**src/rtl/grill_pkg.sv**
```systemverilog
// Shared types for the grill timer: channel state encoding and prescaler sizing helper.
package grill_pkg;

    localparam int unsigned STATE_W = 2;

    typedef enum logic [STATE_W-1:0] {
        ST_IDLE    = 2'd0,
        ST_COOKING = 2'd1,
        ST_DONE    = 2'd2,
        ST_BURNT   = 2'd3
    } grill_state_e;

    // A divide-by-one prescaler still needs a one-bit register.
    function automatic int unsigned prescale_width(input int unsigned div);
        return (div > 1) ? $clog2(div) : 1;
    endfunction

endpackage

```
**src/rtl/grill_channel.sv**
```systemverilog
// One cooking channel: state machine, tick down-counter and registered done pulse.
module grill_channel
    import grill_pkg::*;
#(
    parameter int unsigned CNT_W = 8
) (
    input  logic             clk,
    input  logic             resetn,
    input  logic             tick,
    input  logic             start,
    input  logic             cancel,
    input  logic [CNT_W-1:0] cook_time,
    input  logic [CNT_W-1:0] burn_time,
    output grill_state_e     state,
    output logic             done_pulse
);

    grill_state_e     state_d;
    logic [CNT_W-1:0] cnt_q;
    logic [CNT_W-1:0] cnt_d;
    logic             enter_done;
    logic             done_d;

    // State, counter and pulse registers.
    always_ff @(posedge clk or negedge resetn) begin
        if (!resetn) begin
            state      <= ST_IDLE;
            cnt_q      <= '0;
            done_pulse <= 1'b0;
        end else begin
            state      <= state_d;
            cnt_q      <= cnt_d;
            done_pulse <= done_d;
        end
    end

    // Next state: cancel beats start, start beats tick.
    always_comb begin
        state_d    = state;
        cnt_d      = cnt_q;
        enter_done = 1'b0;
        if (cancel) begin
            state_d = ST_IDLE;
            cnt_d   = '0;
        end else if (start) begin
            if (cook_time == '0) begin
                state_d    = ST_DONE;
                cnt_d      = burn_time;
                enter_done = 1'b1;
            end else begin
                state_d = ST_COOKING;
                cnt_d   = cook_time;
            end
        end else if (tick) begin
            case (state)
                ST_COOKING: begin
                    if (cnt_q == CNT_W'(1)) begin
                        state_d    = ST_DONE;
                        cnt_d      = burn_time;
                        enter_done = 1'b1;
                    end else begin
                        cnt_d = cnt_q - CNT_W'(1);
                    end
                end
                ST_DONE: begin
                    // A zero burn count means the food is held warm forever.
                    if (cnt_q == CNT_W'(1)) begin
                        state_d = ST_BURNT;
                        cnt_d   = '0;
                    end else if (cnt_q != '0) begin
                        cnt_d = cnt_q - CNT_W'(1);
                    end
                end
                default: ;
            endcase
        end
        done_d = enter_done && !done_pulse;
    end

endmodule

```
**src/rtl/grill_timer.sv**
```systemverilog
// Multi-channel grill timer: shared tick prescaler feeding NUM_CH independent channels.
module grill_timer
    import grill_pkg::*;
#(
    parameter int unsigned NUM_CH   = 4,
    parameter int unsigned TICK_DIV = 50000000,
    parameter int unsigned CNT_W    = 8
) (
    input  logic                  clk,
    input  logic                  resetn,
    input  logic                  clock_en,
    input  logic [NUM_CH-1:0]     start,
    input  logic [NUM_CH-1:0]     cancel,
    input  logic [CNT_W-1:0]      cook_time,
    input  logic [CNT_W-1:0]      burn_time,
    output logic [2*NUM_CH-1:0]   ch_state,
    output logic [NUM_CH-1:0]     done_pulse,
    output logic                  any_burnt,
    output logic                  tick
);

    localparam int unsigned      PRE_W    = prescale_width(TICK_DIV);
    localparam logic [PRE_W-1:0] PRE_LAST = PRE_W'(TICK_DIV - 1);

    logic [PRE_W-1:0] pre_q;
    grill_state_e     ch_st [NUM_CH];

    // Prescaler advances only on enabled cycles.
    always_ff @(posedge clk or negedge resetn) begin
        if (!resetn) begin
            pre_q <= '0;
        end else if (clock_en) begin
            pre_q <= (pre_q == PRE_LAST) ? '0 : pre_q + PRE_W'(1);
        end
    end

    assign tick = resetn & clock_en & (pre_q == PRE_LAST);

    for (genvar i = 0; i < NUM_CH; i++) begin : g_ch
        grill_channel #(
            .CNT_W (CNT_W)
        ) u_ch (
            .clk        (clk),
            .resetn     (resetn),
            .tick       (tick),
            .start      (start[i]),
            .cancel     (cancel[i]),
            .cook_time  (cook_time),
            .burn_time  (burn_time),
            .state      (ch_st[i]),
            .done_pulse (done_pulse[i])
        );
        assign ch_state[2*i +: 2] = ch_st[i];
    end

    always_comb begin
        any_burnt = 1'b0;
        for (int i = 0; i < NUM_CH; i++) begin
            any_burnt = any_burnt | (ch_st[i] == ST_BURNT);
        end
    end

endmodule

```
**config.mk**
```make
export PLATFORM = sky130hd
export DESIGN_NAME = grill_timer
export DESIGN_NICKNAME = d
export VERILOG_FILES = /design/src/rtl/grill_pkg.sv /design/src/rtl/grill_channel.sv /design/src/rtl/grill_timer.sv
export SDC_FILE = /design/constraint.sdc
export NUM_CORES = 1
export LEC_CHECK = 0
export ABC_AREA = 1
export CAP_MARGIN = 20
export CORE_MARGIN = 3
export CORE_UTILIZATION = 50
export DETAILED_ROUTE_END_ITERATION = 12
export GPL_TIMING_DRIVEN = 0
export PLACE_DENSITY = 0.67
export SLEW_MARGIN = 25
export SYNTH_ARGS = -nofsm -noshare
export SYNTH_HDL_FRONTEND = slang
export SYNTH_SLANG_ARGS = --single-unit
```
**constraint.sdc**
```tcl
create_clock -name clk -period 2 [get_ports clk]
set_clock_uncertainty 0.1 [all_clocks]
set_input_delay 0.5 -clock clk [delete_from_list [all_inputs] [get_ports clk]]
set_output_delay 0.5 -clock clk [all_outputs]
set_load 0.01 [all_outputs]
```
Word level (Yosys, flattened, before mapping)
Index checks and enable logic that the tools add are counted.

word-level totals
  register bits = 70
  input port bits = 27
  logic and storage cells = 157

cells by class
  $add $sub $neg = 5
  equality and inequality tests = 29
  mux-type cells = 76
  bitwise gates (word level) = 5
  reduce and logical (&&, ||, !) cells = 29

operators by type and width
  kind                   count
  $mux 8                 25
  $pmux 8 s2             4
  $mux 2                 21
  $eq 8x1->1 const B     4
  $ne 4x3->1 const B     8
  $reduce_bool 8->1      4
  $sub 8x1->8 const B    4
  $add 26x1->26 const B  1
  $eq 26x26->1 const B   1
  $mux 26                1
  $mux 1                 21
  $ne 5x3->1 const B     4
  $eq 2x2->1 const B     8
  $pmux 2 s2             4
  $reduce_and 4->1       4
  $reduce_bool 4->1      4
  $reduce_and 3->1       4
  $reduce_bool 3->1      4
  $eq 2x1->1 const B     4
  $logic_not 8->1        1
  $logic_and 1x1->1      4
  $logic_not 1->1        4
  $or 1x1->1             3
  $and 1x1->1            2

Longest topological paths before layout
Gate-level depths: netlist of the first run.

  word-level depth = 7
  gate-level depth with buffers = 12
  depth with buffers taken out = 11

Modules after synthesis
Synthesis of the first run repeated with hierarchy kept, for this count alone.

unflattened totals
  cells, all modules = 1,066
  area, all modules = 6,546.3 µm²

by module, submodules not included
  module         instances  cells an instance  area an instance (µm²)  sequential area each (µm²)
  grill_channel  4          193                1,172.4                 275.3
  grill_timer    1          294                1,856.8                 650.6

Worst setup path before layout of the first run
Ideal clock, no wire load.

  path type = register -> output
  start = register pre_q[1]
  end = output port tick
  arrival = 1,224 ps
  required time = 1,400 ps
  slack = 176 ps
  stages on the path, launching flop included = 8
  path through = dfrtp_1 > ha_1 > nand2_1 > nor2_1 > nand2_1 > inv_2 > nand3_1 > nor3_2

between the ends
  cells in the longest elaborated chain, start to end = 2

ends and longest elaborated chain
  what                      line               text
  start: declaration        grill_timer.sv:25  logic [PRE_W-1:0] pre_q;
  start signal: assignment  grill_timer.sv:33  pre_q <= (pre_q == PRE_LAST) ? '0 : pre_q + PRE_W'(1);
  $eq 26x26->1              grill_timer.sv:37  assign tick = resetn & clock_en & (pre_q == PRE_LAST);
  $and 1x1->1               grill_timer.sv:37
  end: declaration          grill_timer.sv:19  output logic tick

No other way between the ends.

Worst setup path after layout of the first run
  start = register pre_q[0]
  end = output port tick

Same word-level chain as after synthesis.

==> results of run 1 <==
[power by group through the flow]
stage	Combinational (mW)	Clock, mW	Sequential [mW]
6_report	2.27	1.29	1.96
3_3_place_gp	2.04	0	1.98
2_1_floorplan	1.54	0	1.92
5_1_grt	2.57	1.40	1.99
3_5_place_dp	2.10	0	1.98
4_1_cts	2.20	1.33	1.94
[what timing repair did]
| action | 4_1_cts | 5_1_grt |
|---|---|---|
| gates resized for setup | 33 | 35 |
| hold buffers | 1 | 0 |
| cloned | 0 | 1 |
| endpoints found under the hold margin | 31 | 0 |
| buffers inserted | 14 | 11 |
| pin swaps | 4 | 7 |
| endpoints found under the setup margin | 14 | 45 |
[worst max-delay path: stages, from the launching register on]
cell,delay [ns]
dfrtp_1,0.37
ha_2,0.19
nand2_2,0.07
nor2_4,0.10
nand2_2,0.07
inv_2,0.07
nand3_4,0.08
nor3_4,0.18
buf_2,0.17
[sequential cells by signal (all words and copies together), names as in the netlist]
signal / count
g_ch.u_ch.state: 8
g_ch.u_ch.done_pulse: 4
g_ch.u_ch.cnt_q: 32
pre_q: 26
[cells by family after synthesis]
| family | synth area share [%] |
|---|---|
| AND/OR/NAND/NOR | 40.8 |
| AO/OA/AOI/OAI | 9.42 |
| buffers and inverters | 10.4 |
| adder cells (fa/ha/maj) | 5.60 |
| flip-flops | 31.3 |
| XOR/XNOR | 2.51 |
[cell type report]
type	instances	share of cell area (%)
Multi-Input combinational cell	667	50.4
Sequential cell	70	26.1
Timing Repair Buffer	66	9.08
Inverter	128	7.28
Tap cell	136	2.53
Clock buffer	12	2.15
Buffer	13	1.41
Clock inverter	4	1.04
[synth_stat cells, types with 2 or more instances]
cell | count | share of area [%]
o21ai_2 | 2 | 0.31
a22oi_1 | 2 | 0.27
nor3_2 | 2 | 0.36
ha_1 | 25 | 5.6
buf_6 | 2 | 0.40
clkbuf_1 | 2 | 0.13
a21oi_1 | 23 | 2.1
o211ai_1 | 6 | 0.81
nand2_1 | 269 | 18
nand4_1 | 13 | 1.5
nand2_2 | 8 | 0.90
nor2_4 | 5 | 1.0
buf_2 | 5 | 0.45
nand3_1 | 101 | 9.0
inv_1 | 111 | 7.5
inv_2 | 15 | 1.0
dfrtp_1 | 70 | 31
o21ai_0 | 34 | 3.0
o21bai_1 | 2 | 0.27
nor2_1 | 106 | 7.1
o21ai_1 | 22 | 2.0
xnor2_1 | 3 | 0.47
xor2_1 | 13 | 2.0
nor3_1 | 10 | 0.90
buf_4 | 5 | 0.67
nor2_2 | 8 | 0.90
[layer usage]
metal,GRT usage [%],up-vias,routed length (um)
li1,-,2941,-
met1,34.1,2730,7250
met2,44.1,207,7970
met3,6.20,33,1070
met4,8.27,0,339
met5,0,-,0
[worst paths after layout]
check                                      start               endpoint  slack (ns)
hold / removal                            resetn              pre_q[15]        0.03
setup reg to reg                        pre_q[0]  g_ch[3].u_ch.state[0]        0.01
min in group clk           g_ch[1].u_ch.cnt_q[6]  g_ch[1].u_ch.cnt_q[6]        0.41
setup / recovery                        pre_q[0]                   tick       -0.26
max in group asynchronous                 resetn  g_ch[3].u_ch.state[0]        1.53
hold reg to reg            g_ch[1].u_ch.cnt_q[6]  g_ch[1].u_ch.cnt_q[6]        0.41
==> metrics list, run 1 <==
- During synthesis, Yosys emitted a total of 0 warnings.
* Clock root buffer master: clkbuf_8
- Post-layout net count: 1007
- Flip-flop and latch area: 1760 um2
- Before CTS, the worst setup slack after placement is -1.02 ns.
- For the pin with the worst max-slew slack, the measured transition is 0.448 ns.
* Clock group share of total power: 23.4%
- The number of global-route vias before repair came to 5689.
- Starting utilization of the core area: 52.7%
* Worst Path Max Fanout: 2
* Row count: 37
- Remaining routing DRC violations: 0
- Antenna diodes: 0
- Based on the critical path, the design can be clocked at up to 442 MHz.
- Global routing used 26.5% of the available tracks across all layers.
- Cell count after placement: 1054
- Via Count: 5911
* Clock latency on the worst-skew pair: 0.36 ns
* Post-synthesis cell count: 878
- Once layout is complete, the cells apart from fillers number 1096.
- Summed over all layers, the routed wires come to 16600 um.
* CTS HTree Levels: 3
* Register share of total power: 35.5%
* First-pass GRT wire length: 26600 um
- Pin count of the biggest net entering global routing: 40
* Share of async-settable or async-resettable flops after synthesis: 100%
- Leakage power of the design: 3.53 nW
- Setup repair after global routing could not meet its margin everywhere.
- The tool flagged a number of max-cap violations equal to 0.
- The internal power of the cells totals 3.27 mW.
- Cells fill 63.6% of the core in the end.
- The finished cells cover 6740 um2.
- Combinational cell fraction of total power: 41.1%
* Sw Ratio: 40.8%
- CTS tree: done
- Average size of a mapped cell: 6.37 um2
- Synth Net Count: 930
- Counting flops and latches in the post-synthesis netlist gives 70.
- The run finished, with violations left.
* Leading cell type in the layout, fill and taps excluded: nand2_1
- Power per standard cell area: 818 nW/um2
- Once routing completed, OpenROAD measured the worst setup slack at -0.263 ns.
* Height of the die: 112 um
* Cts bufs inserted: 9
- Hold timing on the final database bottoms out at a slack of 0.0259 ns.
- DP Wirelength: 12300 um
- Area added between synthesis and finish: 20.6%
- Dividing the detail-routed wire length by the instance count gives 15.2 um.
- Sort of element at the start of the critical path: flip-flop
- After routing, the total negative slack on setup checks comes to -0.499 ns.
- In this run the count of I/O pins placed on the die edge is 41.
- Fillers: 994
- Synthesis instantiated 40 different standard cells from the library.
- Final clock period utilization by the worst path: 113%
- After layout, the minimum clock period comes to 2.26 ns.
- The worst-case IR drop observed on VDD is 0.596 mV.
- Violated checks: setup timing
- The first detailed-routing pass ran for 5 iterations.
- Overall power consumption after layout is estimated at 5.51 mW.
* Placer's final routability congestion estimate: 0.885
* Most common flop cell mapped by yosys: dfrtp_1
- Number of clock sinks seen by CTS: 70
* Maximum clock path buffer count: 2
* X dimension of the die: 112 um
- Combined area of the multi-input logic cells: 3400 um2
- The number of cells on the worst reg-to-reg path is 11.
- Highest-count cells in the layout ignoring fill and taps: nand2_1 (263), inv_1 (111), nand3_1 (99)
- Sequential-to-total area share from yosys stat: 31.3%
- Classification of the worst setup path: reg2out
- Number of hold violations in the final report: 0
- Setup violation total in the final timing report: 2
- Total placed instance area: 6170 um2
- Layout cells sized above 1: 14.0%
- Counting flops with a built-in enable in the synthesized netlist gives 0.
- Global route overflow: 0
* Number of input and output port buffers inserted: 39
- Number of DRC markers after the initial detailed-route iteration: 415
- The tightest min-delay check is of the in2async type.
- Measured against its own limit, the worst slew margin works out to 70.0%.
* Switching power: 2.25 mW
- The number of pins exceeding their max-slew limit in the final report came to 0.
- Required @ worst endpoint: 1.40 ns
- Kind of end point of the critical path: primary output
* Via density per instance: 5.39
- Summing every instance area after synthesis gives 5590 um2.
- Arrival time of the worst setup path: 1.66 ns
- Clock-pin slew was measured on the worst setup and hold paths at 0.08 ns.
- The number of antenna violations at the first check in global routing came to 0.
* Total core area: 10600 um2
* Total die area: 12500 um2
* Antenna Violating Nets Remaining: 0
Power figures use the tool's default switching activity.
==> run 2, diff against run 1 <==
--- a/config.mk
+++ b/config.mk
@@ -6,6 +6,7 @@
 export NUM_CORES = 1
 export LEC_CHECK = 0
 export ABC_AREA = 1
+export ABC_CLOCK_PERIOD_IN_PS = 2000
 export CAP_MARGIN = 20
 export CORE_MARGIN = 3
 export CORE_UTILIZATION = 50
==> results of run 2 <==
No change in the layout: final DEF, timing and power equal those of run 1.
